## src/rtl/gsensor_spi_reader_pkg.sv

```systemverilog
// Shared constants and FSM encoding for the ADXL345 SPI reader.
// Register addresses, config values, read command flags, state type.
package gsensor_spi_reader_pkg;

  localparam logic [7:0] REG_DATA_FORMAT = 8'h31;
  localparam logic [7:0] REG_POWER_CTL   = 8'h2D;
  localparam logic [7:0] REG_DATAX0      = 8'h32;

  localparam logic [7:0] CFG_DATA_FORMAT = 8'h00;
  localparam logic [7:0] CFG_POWER_CTL   = 8'h08;

  localparam logic [7:0] CMD_READ = 8'h80;
  localparam logic [7:0] CMD_MB   = 8'h40;
  localparam logic [7:0] READ_CMD = CMD_READ | CMD_MB | REG_DATAX0;

  typedef enum logic [2:0] {
    ST_PWRUP,
    ST_WR_FMT,
    ST_WR_PWR,
    ST_IDLE,
    ST_READ,
    ST_UPDATE
  } state_t;

endpackage

```

## src/rtl/gsensor_spi_xfer.sv

```systemverilog
// Byte-count-driven SPI mode 3 transaction engine (MSB first).
// Ports: start/nbytes in, tx per byte_idx, rx+rx_strobe, done, SPI pins.
module gsensor_spi_xfer #(
  parameter int CLK_DIV = 13
) (
  input  logic       clk,
  input  logic       rst_n,
  input  logic       start,
  input  logic [2:0] nbytes,
  input  logic [7:0] tx,
  output logic [2:0] byte_idx,
  output logic [7:0] rx,
  output logic       rx_strobe,
  output logic       done,
  output logic       spi_cs_n,
  output logic       spi_sclk,
  output logic       spi_mosi,
  input  logic       spi_miso
);

  localparam int DW = (CLK_DIV > 1) ? $clog2(CLK_DIV) : 1;

  logic [DW-1:0] cnt;
  logic [6:0]    lvl;
  logic [6:0]    nxt;
  logic [2:0]    nb;
  logic [7:0]    txs;
  logic [7:0]    rxs;
  logic          busy;
  logic          hp_end;
  logic          last;

  // lvl 0 is the lead-in half-period with cs_n low and sclk high;
  // odd levels are sclk low, even levels sclk high.  The final high
  // level doubles as the trailing half-period before cs_n rises.
  assign hp_end   = cnt == DW'(CLK_DIV - 1);
  assign nxt      = lvl + 7'd1;
  assign last     = lvl == {nb, 4'b0000};
  assign byte_idx = lvl[6:4];

  always_ff @(posedge clk or negedge rst_n) begin
    if (!rst_n) begin
      busy      <= 1'b0;
      spi_cs_n  <= 1'b1;
      spi_sclk  <= 1'b1;
      spi_mosi  <= 1'b0;
      cnt       <= '0;
      lvl       <= '0;
      nb        <= '0;
      txs       <= '0;
      rxs       <= '0;
      rx        <= '0;
      rx_strobe <= 1'b0;
      done      <= 1'b0;
    end else begin
      rx_strobe <= 1'b0;
      done      <= 1'b0;
      if (!busy) begin
        if (start) begin
          busy     <= 1'b1;
          spi_cs_n <= 1'b0;
          cnt      <= '0;
          lvl      <= '0;
          nb       <= nbytes;
        end
      end else if (!hp_end) begin
        cnt <= cnt + DW'(1);
      end else begin
        cnt <= '0;
        if (last) begin
          busy     <= 1'b0;
          spi_cs_n <= 1'b1;
          done     <= 1'b1;
        end else begin
          lvl      <= nxt;
          spi_sclk <= ~nxt[0];
          if (!lvl[0]) begin
            if (lvl[3:0] == 4'd0) begin
              spi_mosi <= tx[7];
              txs      <= {tx[6:0], 1'b0};
            end else begin
              spi_mosi <= txs[7];
              txs      <= {txs[6:0], 1'b0};
            end
          end else begin
            rxs <= {rxs[6:0], spi_miso};
            if (lvl[3:0] == 4'hF) begin
              rx        <= {rxs[6:0], spi_miso};
              rx_strobe <= 1'b1;
            end
          end
        end
      end
    end
  end

endmodule

```

## src/rtl/gsensor_spi_reader.sv

```systemverilog
// ADXL345 configure-then-poll reader presenting 10-bit X/Y samples.
// Ports: clk, rst_n, SPI pins, x_acc, y_acc, acc_valid, init_done.
module gsensor_spi_reader #(
  parameter int CLK_DIV       = 13,
  parameter int PWRUP_WAIT    = 50000,
  parameter int SAMPLE_PERIOD = 250000,
  parameter int CS_GAP        = 2
) (
  input  logic       clk,
  input  logic       rst_n,
  output logic       spi_cs_n,
  output logic       spi_sclk,
  output logic       spi_mosi,
  input  logic       spi_miso,
  output logic [9:0] x_acc,
  output logic [9:0] y_acc,
  output logic       acc_valid,
  output logic       init_done
);

  import gsensor_spi_reader_pkg::*;

  localparam int GAP    = CS_GAP * CLK_DIV;
  localparam int GAP_LD = (GAP > 0) ? GAP - 1 : 0;
  localparam int PW     = $clog2(PWRUP_WAIT + 1);
  localparam int SW     = $clog2(SAMPLE_PERIOD + 1);
  localparam int GW     = $clog2(GAP + 2);

  state_t        state;
  state_t        nstate;
  logic [PW-1:0] pw_cnt;
  logic [SW-1:0] timer;
  logic [GW-1:0] gap;
  logic          tick;
  logic          pending;
  logic          launched;
  logic          go;
  logic          start;
  logic [2:0]    nbytes;
  logic [7:0]    tx;
  logic [2:0]    byte_idx;
  logic [7:0]    rx;
  logic          rx_strobe;
  logic          done;
  logic [2:0]    rx_cnt;
  logic [9:0]    xs;
  logic [9:0]    ys;

  assign tick = init_done && (timer == SW'(SAMPLE_PERIOD - 1));
  assign go   = !launched && (gap == '0);

  gsensor_spi_xfer #(
    .CLK_DIV (CLK_DIV)
  ) u_xfer (
    .clk       (clk),
    .rst_n     (rst_n),
    .start     (start),
    .nbytes    (nbytes),
    .tx        (tx),
    .byte_idx  (byte_idx),
    .rx        (rx),
    .rx_strobe (rx_strobe),
    .done      (done),
    .spi_cs_n  (spi_cs_n),
    .spi_sclk  (spi_sclk),
    .spi_mosi  (spi_mosi),
    .spi_miso  (spi_miso)
  );

  always_ff @(posedge clk or negedge rst_n) begin
    if (!rst_n) state <= ST_PWRUP;
    else        state <= nstate;
  end

  always_comb begin
    nstate = state;
    unique case (state)
      ST_PWRUP:  if (pw_cnt == PW'(PWRUP_WAIT - 1)) nstate = ST_WR_FMT;
      ST_WR_FMT: if (done) nstate = ST_WR_PWR;
      ST_WR_PWR: if (done) nstate = ST_IDLE;
      ST_IDLE:   if (pending || tick) nstate = ST_READ;
      ST_READ:   if (done) nstate = ST_UPDATE;
      ST_UPDATE: nstate = ST_IDLE;
      default:   nstate = ST_PWRUP;
    endcase
  end

  always_comb begin
    start  = 1'b0;
    nbytes = 3'd2;
    tx     = 8'h00;
    unique case (state)
      ST_WR_FMT: begin
        start = go;
        tx = (byte_idx == 3'd0) ? REG_DATA_FORMAT : CFG_DATA_FORMAT;
      end
      ST_WR_PWR: begin
        start = go;
        tx = (byte_idx == 3'd0) ? REG_POWER_CTL : CFG_POWER_CTL;
      end
      ST_READ: begin
        start  = go;
        nbytes = 3'd5;
        tx = (byte_idx == 3'd0) ? READ_CMD : 8'h00;
      end
      default: ;
    endcase
  end

  always_ff @(posedge clk or negedge rst_n) begin
    if (!rst_n) begin
      pw_cnt    <= '0;
      timer     <= '0;
      gap       <= '0;
      launched  <= 1'b0;
      pending   <= 1'b0;
      rx_cnt    <= '0;
      xs        <= '0;
      ys        <= '0;
      x_acc     <= '0;
      y_acc     <= '0;
      acc_valid <= 1'b0;
      init_done <= 1'b0;
    end else begin
      acc_valid <= 1'b0;
      pw_cnt <= (state == ST_PWRUP) ? pw_cnt + PW'(1) : '0;
      if (!init_done || tick) timer <= '0;
      else                    timer <= timer + SW'(1);
      // cs_n gap counts from the cycle after cs_n rises
      if (done)            gap <= GW'(GAP_LD);
      else if (gap != '0)  gap <= gap - GW'(1);
      if (start)     launched <= 1'b1;
      else if (done) launched <= 1'b0;
      // one-deep request latch; extra ticks are dropped
      if (state == ST_IDLE && nstate == ST_READ) pending <= 1'b0;
      else if (tick)                             pending <= 1'b1;
      if (start)          rx_cnt <= '0;
      else if (rx_strobe) rx_cnt <= rx_cnt + 3'd1;
      if (rx_strobe && state == ST_READ) begin
        unique case (rx_cnt)
          3'd1:    xs[7:0] <= rx;
          3'd2:    xs[9:8] <= rx[1:0];
          3'd3:    ys[7:0] <= rx;
          3'd4:    ys[9:8] <= rx[1:0];
          default: ;
        endcase
      end
      if (state == ST_UPDATE) begin
        x_acc     <= xs;
        y_acc     <= ys;
        acc_valid <= 1'b1;
      end
      if (state == ST_WR_PWR && done) init_done <= 1'b1;
    end
  end

endmodule
```

## config.mk

```make
export PLATFORM = sky130hd
export DESIGN_NAME = gsensor_spi_reader
export DESIGN_NICKNAME = d
export VERILOG_FILES = /design/src/rtl/gsensor_spi_reader_pkg.sv /design/src/rtl/gsensor_spi_xfer.sv /design/src/rtl/gsensor_spi_reader.sv
export SDC_FILE = /design/constraint.sdc
export NUM_CORES = 1
export LEC_CHECK = 0
export CORE_MARGIN = 3
export CORE_UTILIZATION = 53
export DETAILED_ROUTE_END_ITERATION = 6
export PLACE_DENSITY = 0.8
export RECOVER_POWER = 100
export SLEW_MARGIN = 20
export SYNTH_ARGS = -nofsm -noshare
export SYNTH_HDL_FRONTEND = slang
export SYNTH_HIERARCHICAL = 1
export SYNTH_SLANG_ARGS = --single-unit
```

## constraint.sdc

```tcl
create_clock -name clk -period 6.25 [get_ports clk]
set_clock_uncertainty 0.1 [all_clocks]
set_input_delay 1.5625 -clock clk [delete_from_list [all_inputs] [get_ports clk]]
set_output_delay 1.5625 -clock clk [all_outputs]
set_load 0.02 [all_outputs]
```

==> impl_metrics.ini, run 1 <==
[power]
powerDensity_nw_per_um2 = 270.4
swShare_pct = 21.99
power_frac_seq_pct = 45.7
comb_power_share_pct = 0.9
p_leak_uw = 0.003430
p_int_uw = 1449
switchingPower_uw = 408.3
vdd_drop_max_v = 0.0002317
finalPower_uw = 1857
clkPwrFrac_pct = 53.3

[setup_path]
critPathCaptureType = flop
crit_type = flop to flop
crit_arrival_ns = 4.27
cp_max_fo = 16
r2r_cells = 6
worstPathRequired_ns = 6.46
critPathLaunchType = flop

[hold_path]
whs_path_depth = 2
worst_hold_path_type = flop to flop

[sta]
hold_viol = 0
min_period_ns = 4.063
relSlewSlack_pct = -29.10
fmax_mhz = 246.1
worstMarginPinSlew_ns = 1.916
slew_viol_final = 18
fin_tns_setup_ns = 0
min_period_over_period_pct = 65.01
setup_viol = 0
rsz0062_at_grt = false
holdWs_ns = 0.3598

[cells_and_area]
area_growth_pct = 14.45
nFillCells = 844
antenna_cells = 0
final_area_um2 = 6868
final_cell_count_no_fill = 740
layout.nets = 602
layout-drive-gt1-share_pct = 10.83

[global_routing]
first_global_vias = 4075
overflow = 0
grt.total_usage_pct = 18.92
grt_max_degree = 82
grt_antenna_before_repair = 0
grt_pass1_wl_mm = 19.38

[drt]
ant_nets = 0
drt_iter0_markers = 284
via_per_inst = 5.578
drc = 0
drt_pass1_iterations = 5
route.detailed.wl_per_inst_um = 15.32
wl_mm = 11.34
vias = 4128

[outcome]
violations = max-capacitance violations, max-slew violations
status = complete, but fails checks

[synthesis]
synth_area_um2 = 6001
yosysWarnings = 6
synthDistinctLibCells = 54
syn_inst = 559
synthTopCellsByCount = dfrtp_1, nand2_1, nor2_1
synth_top_cell_area_share_pct = 53.79
syn_nets = 574
ys_ff_latch = 131
synthFlopType = dfrtp_1
seq_area_frac_synth_pct = 54.67
synth_edf_count = 0
synth.area.top_cells = dfrtp_1, nand2_1, mux2_2
yosys.area.top_type = dfrtp_1
syn_avg_cell_area_um2 = 10.73
yosysMostFrequentCell = dfrtp_1
async_flop_share_pct = 100.0

[floorplanning]
die-area_um2 = 12630
fp-row-count = 38
start_util_pct = 54.87
ios = 28
coreArea_um2 = 10940
die_h_um = 112.4
chipWidth_um = 112.4

[clocking]
path_clk_slew_ns = 0.06
tritoncts = yes
cts-root-buf = clkbuf_16
cts.sinks = 131
post_cts_buffers = 0
htree_levels = 4
ctsHoldBuffers = 0
clock_path_buffers = 2
insertion_delay_ns = 0.41
cts_made_buffers = 17
cts_resized = 0

[flow_run]
cap_violations = 2

[place]
gp_congestion = 0.7772
hpwl_mm = 7.333
dpl_cell_area_um2 = 6351
numPortBuffers = 27
place_inst = 708
==> cells by family after synthesis <==
family / Yosys count / share of synthesized area, %
AND/OR/NAND/NOR: 236 / 19.95
flip-flops: 131 / 54.67
AO/OA/AOI/OAI: 60 / 6.214
multiplexers: 45 / 8.674
buffers and inverters: 42 / 3.169
XOR/XNOR: 33 / 4.816
adder cells (fa/ha/maj): 12 / 2.502
==> worst max-delay path: stages, from the launching register on <==
cell	delay [ns]
dfrtp_1	0.46
clkinv_1	0.19
ha_1	0.17
nor3b_1	1.16
nand4_1	0.85
and2_0	0.67
o31ai_1	0.35
==> routing by layer <==
metal / GRT usage [%] / share of wire, %
met2: 31.47 / 49
met4: 5.369 / 1.1
met5: 0 / 0
met3: 5.283 / 3.5
met1: 24.51 / 46
==> cells in the final DEF (no fill, tap or decap), types with 5 or more instances in the layout <==
master | netlist | routed
mux2i_1 | 10 | 10
dlygate4sd3_1 | 0 | 25
o21ai_0 | 10 | 11
nor4_1 | 5 | 5
inv_1 | 19 | 21
dfrtp_1 | 129 | 129
xnor2_1 | 17 | 17
a21oi_1 | 18 | 18
a31oi_1 | 7 | 7
ha_1 | 12 | 12
and4_1 | 7 | 7
and3_1 | 7 | 8
nand4_1 | 9 | 10
xor2_1 | 16 | 16
clkbuf_16 | 0 | 17
mux2_1 | 2 | 8
nor3_1 | 7 | 8
mux2_2 | 26 | 26
nand2_1 | 96 | 97
nand3_1 | 20 | 22
nor2_1 | 46 | 47
a21o_1 | 5 | 5
or3_1 | 6 | 7
o31ai_1 | 7 | 7
==> sequential cells by signal (all words and copies together) (netlist names), 3 cells and up <==
register	cells
x_acc	10
y_acc	10
u_xfer/rxs	7
u_xfer/rx	8
rx_cnt	3
gap	5
u_xfer/nb	3
state	3
pw_cnt	16
u_xfer/txs	7
timer	18
u_xfer/lvl	7
ys	10
u_xfer/cnt	4
xs	10
==> power by group through the flow <==
stage | sequential (uW) | combinational [uW] | clock (uW)
2_1_floorplan | 864 | 0.322 | 0
6_report | 849 | 17.3 | 991
3_5_place_dp | 864 | 18.5 | 0
3_3_place_gp | 864 | 18.0 | 0
5_1_grt | 849 | 20.7 | 1050
4_1_cts | 849 | 18.6 | 1010
==> final timing paths <==
check | slack (ns) | endpoint | start
setup reg to reg | 2.19 | u_xfer/lvl[4] | u_xfer/lvl[0]
setup / recovery | 2.19 | u_xfer/lvl[4] | u_xfer/lvl[0]
hold reg to reg | 0.36 | x_acc[8] | xs[8]
min in group asynchronous | 1.21 | x_acc[1] | rst_n
hold / removal | 0.36 | x_acc[8] | xs[8]
max in group asynchronous | 3.64 | u_xfer/lvl[4] | rst_n
==> area by class of cell <==
class                   count  area [um2]  area share (%)
repair buffers             29       279.0           4.063
well taps                 140       175.2           2.551
clock buffers              17       425.4           6.194
clock inverters            15       172.7           2.514
multi-input cells         386        2452           35.71
inverters                  22       82.58           1.202
flip-flops and latches    131        3281           47.77
==> per-stage QoR <==
step	util [%]	worst slack (ns)
2_1_floorplan	-	3.875
3_3_place_gp	58.08	3.164
3_5_place_dp	58.08	3.120
4_1_cts	63.55	3.029
5_1_grt	62.80	1.817
6_report	62.80	2.187
Power figures use the tool's default switching activity.
==> run 2: changes to the inputs <==
PLACE_DENSITY = 0.83   (was 0.8)
clock period = 3.7 ns   (was 6.25 ns; I/O delays follow)
==> run 2 against run 1 <==
Design area up 0.95%. Fmax increased by 37%. The run now ends clean. Clock-buffer cell count did not move. Register-to-register slack worse by 1.5 ns.
==> impl_metrics.ini, run 2 (synthesis results as in run 1) <==
[sta]
rsz0062_at_grt = false
setup_viol = 0
setup_ws_ns = 0.7332
worstMarginPinSlew_ns = 1.400
hold_viol = 0
slew_viol_final = 0
relSlewSlack_pct = 6.646
fmax_mhz = 337.1
min_period_ns = 2.967
min_period_over_period_pct = 80.18
fin_tns_setup_ns = 0

[drt]
drt_pass1_iterations = 5
drc = 0
vias = 4121
route.detailed.wl_per_inst_um = 15.40
ant_nets = 0
wl_mm = 11.44
drt_iter0_markers = 386
via_per_inst = 5.546

[power]
switchingPower_uw = 695.2
clkPwrFrac_pct = 54.3
comb_power_share_pct = 1.0
p_int_uw = 2517
vdd_drop_max_v = 0.0002688
power_frac_seq_pct = 44.7
p_leak_uw = 0.003456
powerDensity_nw_per_um2 = 463.3
swShare_pct = 21.65

[cells_and_area]
top_regs = timer x18, pw_cnt x16
layout-drive-gt1-share_pct = 11.11
nFillCells = 820
regMostFlops = timer
largest_reg_flops = 18
final_cell_mix = dfrtp_1, nand2_1, nor2_1
layout.nets = 605
final_common_cell = dfrtp_1
area_growth_pct = 15.53
antenna_cells = 0

[setup_path]
timing.critical_path.cells = inv_1 -> or3_1 -> inv_1 -> a21oi_1 -> nor3_2 -> clkbuf_1 -> nor2b_1 -> a21oi_1 -> a211o_1
worst-path-buf-inv = 3
slowest_stage = dfrtp_1
crit_type = flop to flop
critPathCaptureType = flop
critPathLaunchType = flop
worstPathRequired_ns = 3.90
slowest_delay_ns = 0.50
crit_arrival_ns = 3.17
cp_max_fo = 11
cp_top_family = simple AND/OR/NAND/NOR gates

[global_routing]
grt_max_degree = 57
overflow = 0
grt_antenna_before_repair = 0
grt_pass1_wl_mm = 19.66
first_global_vias = 4133
grt.total_usage_pct = 19.17

[clocking]
cts.sinks = 131
tritoncts = yes
insertion_delay_ns = 0.41
clock_path_buffers = 2
htree_levels = 4
cts-root-buf = clkbuf_16
path_clk_slew_ns = 0.06
ctsHoldBuffers = 0
post_cts_buffers = 0
cts_made_buffers = 17
cts_resized = 0

[floorplanning]
die_h_um = 112.4
die-area_um2 = 12630
coreArea_um2 = 10940
start_util_pct = 54.87
chipWidth_um = 112.4
fp-row-count = 38
ios = 28

[place]
numPortBuffers = 27
hpwl_mm = 7.467
post-place-ws_ns = 1.024
gp_congestion = 0.8020

[outcome]
status = finished, final reports clean

[hold_path]
worst_hold_path_type = flop to flop

[flow_run]
cap_violations = 0
-- run 2: cell count changes in the layout (fill, tap and decap cells not counted), sizes merged --
cell / delta
inv: +2
buf: -1
clkbuf: +4
bufinv: +1
clkinv: -3
-- run 2: final cells by class --
cell class                 instances  area (um2)  share of cell area (%)
clock buffer                      17       425.4                   6.136
clock inverter                    15       191.4                   2.761
inverter                          22       82.58                   1.191
multi-input combinational        386        2477                   35.73
sequential                       131        3281                   47.32
tap                              140       175.2                   2.527
timing repair buffer              32       300.3                   4.331
-- run 2: layer usage --
layer / track usage, % / up-vias / share of wire (%)
met5: 0 / - / 0
met4: 5.369 / 0 / 0.41
met3: 4.744 / 4 / 4.2
met2: 31.90 / 105 / 51
met1: 25.23 / 2020 / 45
li1: - / 1992 / -
-- run 2: power groups by stage --
stage	combinational [uW]	clock [uW]	sequential [uW]
after floorplan	0.544	0	1460
after global placement	33.4	0	1460
after detailed placement	34.7	0	1460
after CTS	35.0	1770	1430
after global routing	38.3	1830	1430
final	32.0	1750	1430
-- run 2: worst reg2reg max path, delay by kind of cell (launching register included) --
| family | cells | cell delay [ns] |
|---|---|---|
| flip-flops | 1 | 0.50 |
| AO/OA/AOI/OAI | 3 | 0.50 |
| AND/OR/NAND/NOR | 3 | 1.09 |
| buffers and inverters | 3 | 0.67 |
-- run 2: final timing paths --
| check | cells after the start | startpoint | endpoint | slack (ns) |
|---|---|---|---|---|
| min in group asynchronous | 1 | rst_n | x_acc[0] | 0.73 |
| worst max-delay path | 9 | state[2] | u_xfer/lvl[5] | 0.73 |
| worst min-delay path | 2 | y_acc[4] | y_acc[4] | 0.37 |
| max in group asynchronous | 2 | rst_n | u_xfer/rxs[6] | 1.07 |
| worst max register to register | 9 | state[2] | u_xfer/lvl[5] | 0.73 |
| worst min register to register | 2 | y_acc[4] | y_acc[4] | 0.37 |
-- run 2: metrics by stage --
stage               hold WS, ns  cells  power, uW  area, um2  util, %
floorplan                0.3330    559       1461       6001        -
global placement         0.3489    711       1494       6386    58.40
detailed placement       0.3474    711       1495       6386    58.40
CTS                      0.3636    743       3236       7003    64.04
global route             0.3797    743       3304       6933    63.40
finish                   0.3657    743       3212       6933    63.40
